### src/rtl/bin_to_seg4.sv
// Sequential double-dabble: 14-bit binary to four active-high 7-segment digits, 15 clocks start->done.
// No backpressure: start is ignored while busy; digit outputs hold until the next ENCODE edge.
module bin_to_seg4 #(
  parameter int WIDTH   = 14,
  parameter int MAX_VAL = 9999
) (
  input  logic             clk,
  input  logic             reset,
  input  logic             start,
  input  logic [WIDTH-1:0] value,
  input  logic             blank_lz,
  output logic             busy,
  output logic             done,
  output logic [6:0]       digit_0,
  output logic [6:0]       digit_1,
  output logic [6:0]       digit_2,
  output logic [6:0]       digit_3
);

  typedef enum logic [1:0] {IDLE, SHIFT, ENCODE} state_t;

  localparam logic [WIDTH-1:0] MAX_V    = WIDTH'(MAX_VAL);
  localparam logic [3:0]       CNT_INIT = 4'(WIDTH - 1);
  localparam logic [6:0]       SEG_DASH = 7'h40;
  localparam logic [6:0]       SEG_BLNK = 7'h00;

  state_t            state_q, state_d;
  logic [WIDTH-1:0]  bin_q;
  logic [15:0]       bcd_q;
  logic [15:0]       bcd_adj;
  logic [WIDTH+15:0] shifted;
  logic [3:0]        cnt_q;
  logic              blz_q;
  logic              ovf_q;
  logic              done_q;
  logic [6:0]        dig0_q, dig1_q, dig2_q, dig3_q;
  logic [6:0]        enc0, enc1, enc2, enc3;
  logic              z1, z2, z3;

  function automatic logic [6:0] seg7(input logic [3:0] n);
    case (n)
      4'd0:    seg7 = 7'h3F;
      4'd1:    seg7 = 7'h06;
      4'd2:    seg7 = 7'h5B;
      4'd3:    seg7 = 7'h4F;
      4'd4:    seg7 = 7'h66;
      4'd5:    seg7 = 7'h6D;
      4'd6:    seg7 = 7'h7D;
      4'd7:    seg7 = 7'h07;
      4'd8:    seg7 = 7'h7F;
      4'd9:    seg7 = 7'h6F;
      default: seg7 = SEG_DASH;
    endcase
  endfunction

  // State register
  always_ff @(posedge clk or negedge reset) begin
    if (!reset) state_q <= IDLE;
    else        state_q <= state_d;
  end

  // Next-state logic
  always_comb begin
    state_d = state_q;
    case (state_q)
      IDLE:    if (start) state_d = SHIFT;
      SHIFT:   if (cnt_q == 4'd0) state_d = ENCODE;
      ENCODE:  state_d = IDLE;
      default: state_d = IDLE;
    endcase
  end

  // Output logic
  always_comb begin
    busy    = (state_q != IDLE);
    done    = done_q;
    digit_0 = dig0_q;
    digit_1 = dig1_q;
    digit_2 = dig2_q;
    digit_3 = dig3_q;
  end

  // Add-3 correction is applied before the shift, so the shift sees corrected nibbles
  always_comb begin
    bcd_adj = bcd_q;
    for (int i = 0; i < 4; i++) begin
      if (bcd_q[4*i +: 4] >= 4'd5) bcd_adj[4*i +: 4] = bcd_q[4*i +: 4] + 4'd3;
    end
    shifted = {bcd_adj, bin_q} << 1;
  end

  // Leading-zero blanking cascades down from the thousands digit; units is never blanked
  always_comb begin
    z3 = (bcd_q[15:12] == 4'd0);
    z2 = z3 && (bcd_q[11:8] == 4'd0);
    z1 = z2 && (bcd_q[7:4] == 4'd0);
    enc0 = seg7(bcd_q[3:0]);
    enc1 = (blz_q && z1) ? SEG_BLNK : seg7(bcd_q[7:4]);
    enc2 = (blz_q && z2) ? SEG_BLNK : seg7(bcd_q[11:8]);
    enc3 = (blz_q && z3) ? SEG_BLNK : seg7(bcd_q[15:12]);
    if (ovf_q) begin
      enc0 = SEG_DASH;
      enc1 = SEG_DASH;
      enc2 = SEG_DASH;
      enc3 = SEG_DASH;
    end
  end

  always_ff @(posedge clk or negedge reset) begin
    if (!reset) begin
      bin_q  <= '0;
      bcd_q  <= '0;
      cnt_q  <= '0;
      blz_q  <= 1'b0;
      ovf_q  <= 1'b0;
      done_q <= 1'b0;
      dig0_q <= SEG_BLNK;
      dig1_q <= SEG_BLNK;
      dig2_q <= SEG_BLNK;
      dig3_q <= SEG_BLNK;
    end else begin
      done_q <= 1'b0;
      case (state_q)
        IDLE: begin
          if (start) begin
            bin_q <= value;
            blz_q <= blank_lz;
            ovf_q <= (value > MAX_V);
            bcd_q <= '0;
            cnt_q <= CNT_INIT;
          end
        end
        SHIFT: begin
          bcd_q <= shifted[WIDTH+15:WIDTH];
          bin_q <= shifted[WIDTH-1:0];
          cnt_q <= cnt_q - 4'd1;
        end
        ENCODE: begin
          dig0_q <= enc0;
          dig1_q <= enc1;
          dig2_q <= enc2;
          dig3_q <= enc3;
          done_q <= 1'b1;
        end
        default: ;
      endcase
    end
  end

endmodule

### config.mk
export PLATFORM = sky130hd
export DESIGN_NAME = bin_to_seg4
export DESIGN_NICKNAME = d
export VERILOG_FILES = /design/src/rtl/bin_to_seg4.sv
export SDC_FILE = /design/constraint.sdc
export NUM_CORES = 1
export LEC_CHECK = 0
export ABC_CLOCK_PERIOD_IN_PS = 2100
export BUFFER_PORTS_ARGS = -buffer_cell sky130_fd_sc_hd__buf_2
export CAP_MARGIN = 10
export CORE_MARGIN = 3
export CORE_UTILIZATION = 40
export CTS_CLUSTER_DIAMETER = 120
export DETAILED_ROUTE_END_ITERATION = 8
export PLACE_DENSITY_LB_ADDON = 0.2
export SETUP_SLACK_MARGIN = 0.5
export SLEW_MARGIN = 20
export SYNTH_ARGS = -nofsm -noshare
export SYNTH_HDL_FRONTEND = slang
export SYNTH_SLANG_ARGS = --single-unit
### constraint.sdc
create_clock -name clk -period 2.1 [get_ports clk]
set_clock_uncertainty 0.15 [all_clocks]
set_input_delay 0.105 -clock clk [delete_from_list [all_inputs] [get_ports clk]]
set_output_delay 0.105 -clock clk [all_outputs]
set_load 0.01 [all_outputs]
==> impl_metrics.py, run 1 <==
metrics = {
    "run_status": {
        "status": "complete, no violations",
    },
    "timing": {
        "setup_violations": 0,
        "final_max_slew_viol_count": 0,
        "fin_crit_sh_pct": 92.4,
        "tightest_slew_ns": 0.497,
        "setup_tns_ns": 0,
        "slew_headroom_pct": 66.8,
        "setup_ws_ns": 0.159,
        "fmax_mhz": 515,
        "rsz0062_at_grt": "yes",
        "finalHoldViolations": 0,
        "min_period_ns": 1.94,
    },
    "clocking": {
        "insertion_delay_ns": 0.35,
        "htreeDepth": 3,
        "cts.path.max_buffers": 2,
        "cts_sinks": 67,
        "clk_pin_slew_ns": 0.07,
        "cts_root_buffer": "clkbuf_8",
        "cts_inserted_buffers": 9,
        "cts_tree": "yes",
    },
    "grt": {
        "track_usage_pct": 18.2,
        "grt_first_pass_wirelength_um": 14500,
        "grt_max_degree": 68,
        "grt-ovfl-total": 0,
        "antenna_found_initial": 0,
        "grt_pass1_vias": 2955,
    },
    "synthesis": {
        "synthCells": 392,
        "synth.avg_cell_area_um2": 9.08,
        "synth-seq-cells": 67,
        "synth.distinct_cells": 45,
        "synth_edf_count": 0,
        "ys_warn_count": 0,
        "async_reset_ff_share_pct": 100,
        "ys_seq_area_share_pct": 47.1,
        "syn_nets": 431,
        "ys.flop_type": "dfrtp_1",
        "synth_area_mm2": 0.00356,
    },
    "die": {
        "die_h_um": 100,
        "dieArea_mm2": 0.0101,
        "core_area_mm2": 0.00842,
        "rows": 33,
        "io-pin-count": 48,
        "die_w_um": 100,
        "initial_core_util_pct": 42.3,
    },
    "detailed_routing": {
        "drtIter0Drc": 118,
        "first_pass_iters": 5,
        "via_count": 3133,
        "route.detailed.drc": 0,
        "routedWlPerCell_um": 14.9,
        "wl_um": 8890,
        "vias_per_cell": 5.26,
        "ant_nets": 0,
    },
    "layout": {
        "drive_above_1_share_pct": 34.4,
        "fin_nets": 525,
        "synthToLayoutAreaGrowth_pct": 38.6,
        "diodes": 0,
    },
    "worst_setup_path": {
        "startpoint_type": "register",
        "path_class": "register to register",
        "critPathCaptureType": "register",
        "max_stage_delay_ns": 0.45,
        "rrSetupSlack_ns": 0.16,
        "cp.required_ns": 2.18,
        "cp_slowest_cell": "or4_4",
        "crit_family": "simple AND/OR/NAND/NOR gates",
        "crit_buf_inv": 1,
        "crit_chain": "inv_2 > ha_4 > or3b_1 > or4_4 > a32o_1",
        "crit_arrival_ns": 2.02,
        "crit_path_max_fanout": 3,
    },
    "job": {
        "cap_violations": 0,
    },
    "pwr": {
        "peakVddDrop_uv": 633,
        "p_per_area_mw_per_mm2": 1440,
        "p_leak_nw": 2.26,
    },
    "placed_design": {
        "routabilityCongestion": 0.848,
        "dp_hpwl_um": 5670,
        "io_buffers": 47,
        "place_ws_ns": 0.140,
    },
    "min_path": {
        "hp-class": "input pin to register",
    },
}
-- timing repair --
item | in CTS | in global routing
gates resized for setup | 32 | 60
hold buffers | 9 | 0
cloned | 1 | 0
buffers inserted | 19 | 13
setup endpoints to repair | 63 | 48
hold endpoints to repair | 73 | 0
pin swaps | 5 | 18
-- power breakdown --
part           switching, mW  internal, mW
registers              0.381          1.75
clock network          0.476         0.648
logic                   1.98          1.88
total                   2.84          4.28
-- cell usage after synthesis (2+ instances only) --
library cell	number	area share (%)
nand2_1	59	6.2
a31oi_1	3	0.53
nor3b_1	12	2.5
inv_1	17	1.8
nand2b_1	13	2.3
a22oi_1	3	0.63
nor2_1	21	2.2
o311ai_0	3	0.74
o21ai_0	57	8.0
clkbuf_1	15	1.6
buf_2	6	0.84
a22o_1	6	1.5
a21oi_1	32	4.5
o2bb2ai_1	3	0.74
xnor2_1	4	0.98
ha_1	21	7.4
nor2b_1	7	1.2
nor3_1	6	0.84
a32o_1	3	0.84
and2_1	3	0.53
a211oi_1	3	0.63
dfrtp_1	67	47
buf_1	2	0.21
nand3_1	5	0.70
-- layer usage --
| layer | wire (um) | GRT usage [%] | share of wire, % | up-vias |
|---|---|---|---|---|
| met5 | 0 | 0 | 0 | - |
| met1 | 4090 | 25.1 | 46 | 1499 |
| met4 | 195 | 6.32 | 2.2 | 0 |
| met2 | 4200 | 27.8 | 47 | 59 |
| li1 | - | - | - | 1553 |
| met3 | 405 | 4.66 | 4.6 | 22 |
-- kinds of logic (layout without fill, tap and decap cells) --
| kind of cell | count (synthesis) | after routing | share of synthesized area, % |
|---|---|---|---|
| compound gates | 122 | 122 | 20.2 |
| xor+xnor | 5 | 5 | 1.23 |
| fa+ha+maj | 21 | 21 | 7.38 |
| buf+inv | 40 | 139 | 4.43 |
| flops | 67 | 67 | 47.1 |
| mux | 1 | 1 | 0.281 |
| simple gates | 136 | 136 | 19.4 |
-- sequential cells by signal (all words and copies together) (netlist names) --
name     cells
cnt_q        4
blz_q        1
digit_0      7
digit_2      7
ovf_q        1
bcd_q       16
done         1
state_q      2
bin_q       14
digit_1      7
digit_3      7
-- metrics by stage --
| step | cell area (um^2) | hold slack [ns] | power (mW) | util (%) | std cells |
|---|---|---|---|---|---|
| 2_1_floorplan | 3600 | -0.341 | 4.06 | - | 392 |
| 3_3_place_gp | 4030 | 0.00291 | 4.86 | 47.8 | 538 |
| 3_5_place_dp | 4030 | 0.00583 | 4.91 | 47.8 | 538 |
| 4_1_cts | 4620 | 0.0453 | 6.61 | 54.9 | 583 |
| 5_1_grt | 4930 | 0.0743 | 7.68 | 58.6 | 596 |
| 6_report | 4930 | 0.0431 | 7.13 | 58.6 | 596 |
-- worst reg2reg max path, delay by kind of cell, from the launching register on --
kind,cells,cell delay [ns]
compound gates,1,0.26
fa+ha+maj,1,0.13
buf+inv,1,0.09
flops,1,0.40
simple gates,2,0.79
-- final cells by class --
class,count,area (um^2)
Clock buffer,15,176
Clock inverter,1,30.0
Fill cell,733,3490
Inverter,17,68.8
Multi-Input combinational cell,285,2040
Sequential cell,67,1680
Tap cell,105,131
Timing Repair Buffer,106,801
-- path summary, 6_finish.rpt --
check,startpoint,endpoint,cells past startpoint
worst max-delay path,bcd_q[4],digit_1[4],5
worst min-delay path,value[3],bin_q[3],4
worst max register to register,bcd_q[4],digit_1[4],5
worst min register to register,digit_2[4],digit_2[4],2
min in group asynchronous,reset,digit_2[3],3
max in group asynchronous,reset,state_q[1],3
-- layout by cell type (no fill, tap or decap), drive strengths merged, types with 3 or more instances in the layout --
master	synthesis	layout
and2	3	3
clkbuf	15	15
a22o	6	6
nor3b	13	13
o2bb2ai	3	3
nor3	6	6
o311ai	3	3
ha	21	21
a22oi	3	3
nand2	59	59
a32o	3	3
nor2b	7	7
a31oi	3	3
nor2	22	22
o21ai	57	57
nand2b	13	13
a211oi	3	3
dfrtp	67	67
a21oi	32	32
nand3	6	6
dlygate4sd3	0	9
buf	8	96
inv	17	17
xnor2	4	4
Note: power is estimated with default switching activity, not from simulation.
==> run 2, diff against run 1 <==
--- a/config.mk
+++ b/config.mk
@@ -8,7 +8,6 @@
 export ABC_CLOCK_PERIOD_IN_PS = 2100
 export BUFFER_PORTS_ARGS = -buffer_cell sky130_fd_sc_hd__buf_2
 export CAP_MARGIN = 10
-export CORE_MARGIN = 3
 export CORE_UTILIZATION = 40
 export CTS_CLUSTER_DIAMETER = 120
 export DETAILED_ROUTE_END_ITERATION = 8
==> run 2 against run 1 <==
Count of clock-buffer cells in the layout fell by 3. Global-route usage rose by 1.1 points. Sequential power barely moved. Combinational power fell by 4%. Core utilization fell by 2.7 points. Cell count did not move. Register-to-register slack improved by 0.04 ns. Via count fell by 2.2%. Worst hold slack got worse by 0.025 ns. Critical path type unchanged.
==> impl_metrics.py, run 2 (synthesis gave the netlist of run 1 again) <==
metrics = {
    "run_status": {
        "status": "complete, no violations",
    },
    "worst_setup_path": {
        "cp_slowest_cell": "or4_4",
        "crit_path_max_fanout": 3,
        "max_stage_delay_ns": 0.44,
        "reg2reg_to": "digit_1[4]",
        "r2r_cells": 5,
        "startpoint_type": "register",
        "critPathCaptureType": "register",
        "crit_arrival_ns": 1.98,
        "cp.required_ns": 2.17,
        "crit_chain": "inv_2 > ha_4 > or3b_1 > or4_4 > a32o_1",
        "rrSetupSlack_ns": 0.20,
        "r2r_start": "bcd_q[4]",
        "path_class": "register to register",
    },
    "placed_design": {
        "io_buffers": 47,
        "routabilityCongestion": 0.840,
        "dp_hpwl_um": 5790,
    },
    "clocking": {
        "clk_pin_slew_ns": 0.08,
        "cts_tree": "yes",
        "htreeDepth": 3,
        "cts.path.max_buffers": 2,
        "cts_root_buffer": "clkbuf_8",
        "insertion_delay_ns": 0.34,
        "cts_sinks": 67,
        "cts_inserted_buffers": 9,
    },
    "layout": {
        "diodes": 0,
        "layout_commonest_cell": "dfrtp_1",
        "max_flop_register": "bcd_q",
        "final_cell_mix": "60 x dfrtp_1, 59 x nand2_1, 47 x buf_2, 44 x o21ai_0, 43 x buf_4",
        "synthToLayoutAreaGrowth_pct": 36.2,
        "fin_util_pct": 55.9,
        "fin_nets": 522,
        "drive_above_1_share_pct": 34.0,
        "largest_reg_flops": 16,
        "top_regs": "bcd_q (16), bin_q (14)",
    },
    "die": {
        "io-pin-count": 48,
        "die_h_um": 96.3,
        "dieArea_mm2": 0.00928,
        "rows": 34,
        "die_w_um": 96.3,
        "core_area_mm2": 0.00868,
        "initial_core_util_pct": 41.0,
    },
    "grt": {
        "grt_pass1_vias": 2710,
        "grt_max_degree": 33,
        "track_usage_pct": 19.3,
        "grt-ovfl-total": 0,
        "antenna_found_initial": 0,
        "grt_first_pass_wirelength_um": 13400,
    },
    "timing": {
        "finalHoldViolations": 0,
        "fin_crit_sh_pct": 90.6,
        "setup_violations": 0,
        "min_period_ns": 1.90,
        "setup_tns_ns": 0,
        "final_max_slew_viol_count": 0,
        "fmax_mhz": 525,
        "rsz0062_at_grt": "yes",
        "slew_headroom_pct": 70.9,
        "tightest_slew_ns": 0.436,
    },
    "detailed_routing": {
        "first_pass_iters": 4,
        "routedWlPerCell_um": 14.6,
        "ant_nets": 0,
        "wl_um": 8680,
        "drtIter0Drc": 122,
        "via_count": 3065,
        "vias_per_cell": 5.14,
        "route.detailed.drc": 0,
    },
    "pwr": {
        "p_seq_share_pct": 30.3,
        "sw_frac_of_total_pct": 40.7,
        "p_sw_mw": 2.83,
        "p_leak_nw": 2.23,
        "peakVddDrop_uv": 514,
        "p_comb_share_pct": 53.3,
        "p_per_area_mw_per_mm2": 1430,
        "clkPwrFrac_pct": 16.4,
        "p_int_mw": 4.12,
    },
    "min_path": {
        "hp-class": "input pin to async pin",
    },
    "job": {
        "cap_violations": 0,
    },
}
run 2: changes by cell type in the layout (fill, tap and decap cells not counted), moves of 4 or more:
| cell | previous run | this run |
|---|---|---|
| o21ai_1 | 20 | 8 |
| o21ai_2 | 1 | 5 |
| o21ai_0 | 36 | 44 |
| buf_12 | 4 | 0 |
run 2: what timing repair did:
item                       CTS  global route
gates resized for setup     28            53
hold endpoints to repair    73             0
hold buffers                 9             0
setup endpoints to repair   62            34
buffers inserted            11            16
pin swaps                    7            17
run 2: how the worst max path moves through the flow:
stage               startpoint    endpoint  slack [ns]
floorplan             bcd_q[4]  digit_1[4]        0.17
global placement      bcd_q[4]  digit_1[4]        0.19
detailed placement   bcd_q[13]  digit_1[4]        0.15
CTS                   bcd_q[4]  digit_1[4]        0.19
global route          bcd_q[4]  digit_1[3]        0.14
finish                bcd_q[4]  digit_1[4]        0.20
run 2: worst max-delay path: cells and delay by family, from the launching register on:
family	cells	cell delay [ns]
simple gates	2	0.78
buf+inv	1	0.09
compound gates	1	0.23
flops	1	0.40
fa+ha+maj	1	0.13
run 2: layout make-up:
class,count,area (um^2)
Clock inverter,4,47.5
Timing Repair Buffer,103,693
Fill cell,797,3830
Inverter,17,68.8
Tap cell,108,135
Sequential cell,67,1690
Clock buffer,12,165
Multi-Input combinational cell,285,2050
run 2: per-stage QoR:
stage                     instance area, um^2  setup slack (ns)  power, mW  cells  hold slack [ns]
after floorplan                          3600             0.171       4.06    392           -0.341
after detailed placement                 4030             0.151       4.93    544           -0.145
after global routing                     4850             0.144       7.50    596           0.0551
final                                    4850             0.197       6.95    596           0.0183
after global placement                   4030             0.189       4.87    544           -0.148
after CTS                                4520             0.193       6.42    580           0.0105
run 2: layer usage:
metal | up-vias | routed length [um] | global-route usage, %
met4 | 0 | 136 | 7.60
met1 | 1437 | 4190 | 27.4
li1 | 1556 | - | -
met3 | 15 | 305 | 3.79
met5 | - | 0 | 0
met2 | 57 | 4040 | 28.6
run 2: power groups by stage:
stage               combinational [mW]  clock, mW  sequential (mW)
floorplan                         1.94          0             2.12
global placement                  2.74          0             2.13
detailed placement                2.78          0             2.15
CTS                               3.15       1.17             2.10
global route                      4.11       1.22             2.17
finish                            3.70       1.14             2.11
==> run 3, diff against run 2 <==
--- a/config.mk
+++ b/config.mk
@@ -11,7 +11,7 @@
 export CORE_UTILIZATION = 40
 export CTS_CLUSTER_DIAMETER = 120
 export DETAILED_ROUTE_END_ITERATION = 8
-export PLACE_DENSITY_LB_ADDON = 0.2
+export PLACE_DENSITY = 0.59
 export SETUP_SLACK_MARGIN = 0.5
 export SLEW_MARGIN = 20
 export SYNTH_ARGS = -nofsm -noshare
==> run 3 against run 2 <==
Total power grew 0.67%. Sequential power up 2%. Sequential share of layout area is 0.23 points lower. Clock power fell by 5%. Global-route usage increased by 0.24 points. Flip-flop and latch count unchanged. Count of clock-buffer cells in the layout is 1 lower. Cell count grew 1.2%. Fmax rose by 0.75%. Critical path type unchanged. Cell area is 0.67% higher. Core utilization is 0.37 points higher.
==> impl_metrics.py, run 3 (synthesis gave the netlist of run 1 again) <==
metrics = {
    "worst_setup_path": {
        "critPathCaptureType": "register",
        "cp_slowest_cell": "or4_4",
        "r2r_cells": 5,
        "crit_family": "simple AND/OR/NAND/NOR gates",
        "r2r_start": "bcd_q[13]",
        "cp.required_ns": 2.17,
        "crit_path_max_fanout": 5,
        "rrSetupSlack_ns": 0.21,
        "startpoint_type": "register",
        "crit_chain": "inv_2 > ha_4 > nand4bb_4 > or4_4 > a32o_1",
        "reg2reg_to": "digit_1[4]",
        "path_class": "register to register",
        "crit_buf_inv": 1,
        "max_stage_delay_ns": 0.55,
        "crit_arrival_ns": 1.96,
    },
    "min_path": {
        "hp-class": "input pin to register",
        "hold_end": "bin_q[3]",
        "holdCritStartpoint": "value[3]",
        "whs_path_depth": 4,
    },
    "pwr": {
        "p_leak_nw": 2.23,
        "p_per_area_mw_per_mm2": 1430,
        "clkPwrFrac_pct": 15.5,
        "p_seq_share_pct": 30.9,
        "p_int_mw": 4.12,
        "p_sw_mw": 2.88,
        "sw_frac_of_total_pct": 41.1,
        "p_comb_share_pct": 53.7,
        "peakVddDrop_uv": 516,
    },
    "detailed_routing": {
        "route.detailed.drc": 0,
        "routedWlPerCell_um": 14.7,
        "vias_per_cell": 5.26,
        "via_count": 3172,
        "first_pass_iters": 5,
        "drtIter0Drc": 131,
        "ant_nets": 0,
        "wl_um": 8890,
    },
    "grt": {
        "grt_max_degree": 35,
        "grt_pass1_vias": 2748,
        "grt-ovfl-total": 0,
        "track_usage_pct": 19.5,
        "antenna_found_initial": 0,
        "grt_first_pass_wirelength_um": 13800,
    },
    "layout": {
        "fin_util_pct": 56.2,
        "largest_reg_flops": 16,
        "nFillCells": 786,
        "layout_commonest_cell": "dfrtp_1",
        "fin_nets": 529,
        "diodes": 0,
        "max_flop_register": "bcd_q",
        "drive_above_1_share_pct": 36.0,
        "final_cell_mix": "60 x dfrtp_1, 59 x nand2_1, 49 x buf_4, 47 x buf_2, 44 x o21ai_0",
        "top_regs": "bcd_q (16), bin_q (14)",
        "finalNonFillerCells": 603,
        "synthToLayoutAreaGrowth_pct": 37.1,
    },
    "timing": {
        "setup_ws_ns": 0.211,
        "tightest_slew_ns": 0.773,
        "slew_headroom_pct": 48.5,
        "fin_crit_sh_pct": 90.0,
        "setup_violations": 0,
        "min_period_ns": 1.89,
        "final_max_slew_viol_count": 0,
        "fmax_mhz": 529,
        "setup_tns_ns": 0,
        "finalHoldViolations": 0,
        "rsz0062_at_grt": "yes",
    },
    "job": {
        "cap_violations": 0,
    },
    "die": {
        "core_area_mm2": 0.00868,
        "dieArea_mm2": 0.00928,
        "die_w_um": 96.3,
        "rows": 34,
        "io-pin-count": 48,
        "die_h_um": 96.3,
        "initial_core_util_pct": 41.0,
    },
    "clocking": {
        "cts.path.max_buffers": 2,
        "cts_tree": "yes",
        "cts_root_buffer": "clkbuf_8",
        "insertion_delay_ns": 0.33,
        "htreeDepth": 3,
        "cts_sinks": 67,
        "clk_pin_slew_ns": 0.08,
        "cts_inserted_buffers": 9,
    },
    "placed_design": {
        "place_ws_ns": 0.151,
        "io_buffers": 47,
        "placedCellCount": 546,
        "routabilityCongestion": 0.804,
        "dp_hpwl_um": 5710,
    },
    "run_status": {
        "status": "complete, no violations",
    },
}
==> run 3: worst register-to-register path, delay by kind of cell (launching register included) <==
kind / cells / cell delay [ns]
fa+ha+maj: 1 / 0.18
compound gates: 1 / 0.24
buf+inv: 1 / 0.13
flops: 1 / 0.40
simple gates: 2 / 0.68
==> run 3: power by group through the flow <==
stage	registers [mW]	clock network [mW]	logic [mW]
floorplan	2.12	0	1.94
global placement	2.17	0	2.74
detailed placement	2.18	0	2.77
CTS	2.14	1.11	3.11
global route	2.24	1.16	4.17
finish	2.16	1.08	3.75
==> run 3: metal layers <==
metal	part of all wire [%]	vias up	global-route usage (%)
li1	-	1561	-
met1	48	1538	28.3
met2	47	64	29.4
met3	2.9	9	2.84
met4	1.5	0	7.23
met5	0	-	0
==> run 3: through the flow <==
| stage | hold WS, ns | total power [mW] | instance area (um^2) |
|---|---|---|---|
| after detailed placement | 0.0797 | 4.95 | 4060 |
| after global routing | 0.0721 | 7.57 | 4880 |
| after global placement | 0.0736 | 4.91 | 4060 |
| final | 0.0537 | 7.00 | 4880 |
| after floorplan | -0.341 | 4.06 | 3600 |
| after CTS | 0.0320 | 6.36 | 4520 |
==> run 3: cell type report <==
cell class,count,area [um^2],share of cell area (%)
sequential,67,1690,34.5
multi-input combinational,285,2040,41.9
timing repair buffer,110,758,15.5
clock inverter,5,52.6,1.08
inverter,17,63.8,1.31
tap,108,135,2.77
clock buffer,11,141,2.90
==> run 3: worst max path at each step <==
stage                    from          to  slack (ns)  cells after the start
floorplan            bcd_q[4]  digit_1[4]        0.17                      5
global placement     bcd_q[4]  digit_1[4]        0.19                      5
detailed placement  bcd_q[13]  digit_1[4]        0.15                      5
CTS                  bcd_q[4]  digit_1[3]        0.22                      6
global route         bcd_q[4]  digit_1[3]        0.16                      6
finish              bcd_q[13]  digit_1[4]        0.21                      5
==> run 3: what timing repair did <==
action / 4_1_cts / 5_1_grt
endpoints found under the hold margin: 36 / 0
setup buffers: 14 / 18
pin swaps: 5 / 19
hold buffers: 9 / 0
gates resized for setup: 20 / 58
endpoints found under the setup margin: 41 / 34
